--- src/rtl/ram_lat_pipe.sv ---
// RD_LAT-deep delay line of {valid, addr}. The output stage lines up with
// the RAM read data of the request that produced it. pend is high while any
// stage other than the output stage still holds a valid entry.
module ram_lat_pipe #(
  parameter int RD_LAT = 1,
  parameter int ADDR_W = 6
) (
  input  logic              clk,
  input  logic              rst,
  input  logic              in_valid,
  input  logic [ADDR_W-1:0] in_addr,
  output logic              out_valid,
  output logic [ADDR_W-1:0] out_addr,
  output logic              pend
);

  logic              valid_q [RD_LAT];
  logic [ADDR_W-1:0] addr_q  [RD_LAT];

  // Shift the request tag one stage per clock; reset flushes every stage.
  always_ff @(posedge clk) begin
    if (rst) begin
      for (int i = 0; i < RD_LAT; i++) begin
        valid_q[i] <= 1'b0;
        addr_q[i]  <= '0;
      end
    end else begin
      valid_q[0] <= in_valid;
      addr_q[0]  <= in_addr;
      for (int i = 1; i < RD_LAT; i++) begin
        valid_q[i] <= valid_q[i-1];
        addr_q[i]  <= addr_q[i-1];
      end
    end
  end

  assign out_valid = valid_q[RD_LAT-1];
  assign out_addr  = addr_q[RD_LAT-1];

  // Entries still in flight ahead of the output stage.
  always_comb begin
    pend = 1'b0;
    for (int i = 0; i < RD_LAT - 1; i++) begin
      pend = pend | valid_q[i];
    end
  end

endmodule

--- config.mk ---
export PLATFORM = sky130hd
export DESIGN_NAME = ram_lat_pipe
export DESIGN_NICKNAME = d
export VERILOG_FILES = /design/src/rtl/ram_lat_pipe.sv
export SDC_FILE = /design/constraint.sdc
export NUM_CORES = 1
export LEC_CHECK = 0
export ABC_AREA = 0
export BUFFER_PORTS_ARGS = -buffer_cell sky130_fd_sc_hd__buf_4
export CAP_MARGIN = 20
export CORE_AREA = 2 2 39 41
export CTS_CLUSTER_DIAMETER = 30
export DETAILED_ROUTE_END_ITERATION = 6
export DIE_AREA = 0 0 41 43
export GPL_TIMING_DRIVEN = 0
export SETUP_SLACK_MARGIN = 0.15
export SKIP_CTS_REPAIR_TIMING = 1
export SYNTH_ARGS = -nofsm -noshare
export SYNTH_HDL_FRONTEND = slang
export SYNTH_SLANG_ARGS = --single-unit
--- constraint.sdc ---
create_clock -name clk -period 0.8 [get_ports clk]
set_input_delay 0.16 -clock clk [delete_from_list [all_inputs] [get_ports clk]]
set_output_delay 0.16 -clock clk [all_outputs]
set_load 0.03 [all_outputs]
==> results.cfg <==
[status]
status = finished with violations
failed_checks = negative setup slack

[synth]
yosysSeqAreaShare_pct = 71.8
ys_types = 4
yosys-top-cells-area = dfxtp_1 72%, nor2b_1 22%, buf_4 3.8%, conb_1 1.9%
yosys.area.top_type_share_pct = 71.8
synth.cell_area_um2 = 195
postSynthCellCount = 16
synth_xor_area_share_pct = 0
synth-async-reset-ratio_pct = 0
synth_simple_gate_area_share_pct = 22.4
synth_mux_area_share_pct = 0
synth-seq-cells = 7
synth_top_family_by_area = simple AND/OR/NAND/NOR gates
synth_edf_count = 0
synth_compound_area_share_pct = 0
syn_avg_cell_area_um2 = 12.2
syn-num-nets = 25
synth_ff_type = dfxtp_1
yosys_warnings = 0
yosysTopAreaCell = dfxtp_1
synth-adder-area-share_pct = 0
synth_common_cells = 7 x dfxtp_1, 7 x nor2b_1, 1 x buf_4, 1 x conb_1

[timing]
setup-violations-final = 7
min_period_over_period_pct = 106
rsz0062_at_grt = yes
final_max_slew_viol_count = 0
fin_ws_ns = -0.0489
clock.fmax_mhz = 1180
hold_viol = 0
min_period_ns = 0.849
hold_ws_ns = 0.126

[min_path]
holdPathEnd = addr_q[0][2]$_SDFF_PP0_
hold_depth = 2
min_from = rst
holdCritPathClass = input port to flop

[setup_path]
crit_buf_inv = 1
crit_chain = buf_6
cp_max_fo = 1
cpLargestDelayFamily = flip-flops
cp.arrival_ns = 0.69
max_stage_delay_ns = 0.32
endpoint_kind = primary output
crit_slowest_cell = dfxtp_2
crit_type = flop to primary output
startpoint_type = flop
cp.required_ns = 0.64

[global_route]
grt_pass1_vias = 145
grt_pass1_wl_um = 531
gr-usage-all-layers_pct = 5.03
gr-total-overflow = 0
antenna_found_initial = 0
grt_max_degree = 8

[finish]
layout-drive-gt1-share_pct = 74.3
nets = 45
fillCellCount = 155
area_growth_pct = 99.4
finalNonFillerCells = 51
n_antenna_cell = 0

[route]
wl_met2_um = 201
drt_iter0_drc = 0
viasPerCell = 3.25
drtPass1Iterations = 1
ant_nets = 0
wl_per_cell_um = 7.51
top_layer = met3
totalWireLength_um = 383
vias = 166
wl_met3_um = 53
m1WireLength_um = 128
drc = 0

[power]
vdd_drop_max_mv = 0.363
leakagePower_nw = 0.180
total_power_w = 0.000825
p_per_area_nw_per_um2 = 2120

[die]
die_area_um2 = 1760
io_pins = 17
fp.dieH_um = 43
core_area_um2 = 1380
rows = 14
die_w_um = 41
start_util_pct = 14.1

[clocking]
cts_buffer_depth = 2
cts_tree = done
htreeDepth = 1
cts.sinks = 7
root_buffer = clkbuf_4
clk_pin_slew_ns = 0.05
cts_buffers = 3

[run]
drv_cap = 0

[placed_design]
gp_congestion = 0.579
portBuffers = 15
dp.cells = 47
==> power breakdown <==
part / total [W] / leakage, nW / switching [W] / internal [W]
registers: 0.000380 / 0.0602 / 0.00000789 / 0.000372
clock network: 0.000313 / 0.0150 / 0.000123 / 0.000190
logic: 0.000133 / 0.105 / 0.0000620 / 0.0000706
==> routing by layer <==
layer	vias up	global-route usage, %
met3	0	1.57
met1	74	3.55
met4	0	8.00
li1	83	-
met5	-	0
met2	9	7.50
==> layout make-up <==
class                   count  area [um2]  area share, %
clock buffers               4        26.3           6.75
multi-input cells           8        47.5           12.2
well taps                  16        20.0           5.14
plain buffers               1        7.51           1.93
flip-flops and latches      7         149           38.3
repair buffers             15         139           35.7
==> metrics by stage <==
step	TNS (ns)	area (um2)	setup WS, ns	util (%)
final	-0.290	389	-0.0489	28.1
after CTS	-0.462	354	-0.0703	25.6
after global placement	0	328	0.202	23.7
after global routing	-0.433	389	-0.0665	28.1
after detailed placement	0	328	0.199	23.7
after floorplan	0	195	0.181	-
==> cells in the final DEF, fill, tap and decap left out <==
master and n:
nor2b_1 7, clkbuf_1 1, clkbuf_4 3, conb_1 1, buf_6 7, buf_4 9, dfxtp_2 7
==> how the worst max path moves through the flow <==
| stage | cells after the start | slack [ns] | from | endpoint |
|---|---|---|---|---|
| after CTS | 1 | -0.07 | addr_q[0][3]$_SDFF_PP0_ | out_addr[3] |
| after global placement | 1 | 0.20 | addr_q[0][2]$_SDFF_PP0_ | out_addr[2] |
| after detailed placement | 1 | 0.20 | addr_q[0][3]$_SDFF_PP0_ | out_addr[3] |
| after global routing | 1 | -0.07 | addr_q[0][3]$_SDFF_PP0_ | out_addr[3] |
| final | 1 | -0.05 | addr_q[0][3]$_SDFF_PP0_ | out_addr[3] |
| after floorplan | 0 | 0.18 | addr_q[0][0]$_SDFF_PP0_ | out_addr[0] |
==> sequential cells by signal, indices dropped and copies added (netlist names) <==
| register | count |
|---|---|
| addr_q | 6 |
| valid_q | 1 |
==> cells by family after synthesis <==
kind of cell / count (synthesis)
buffers and inverters: 1
flip-flops: 7
other: 1
AND/OR/NAND/NOR: 7
Note: power is estimated with default switching activity, not from simulation.
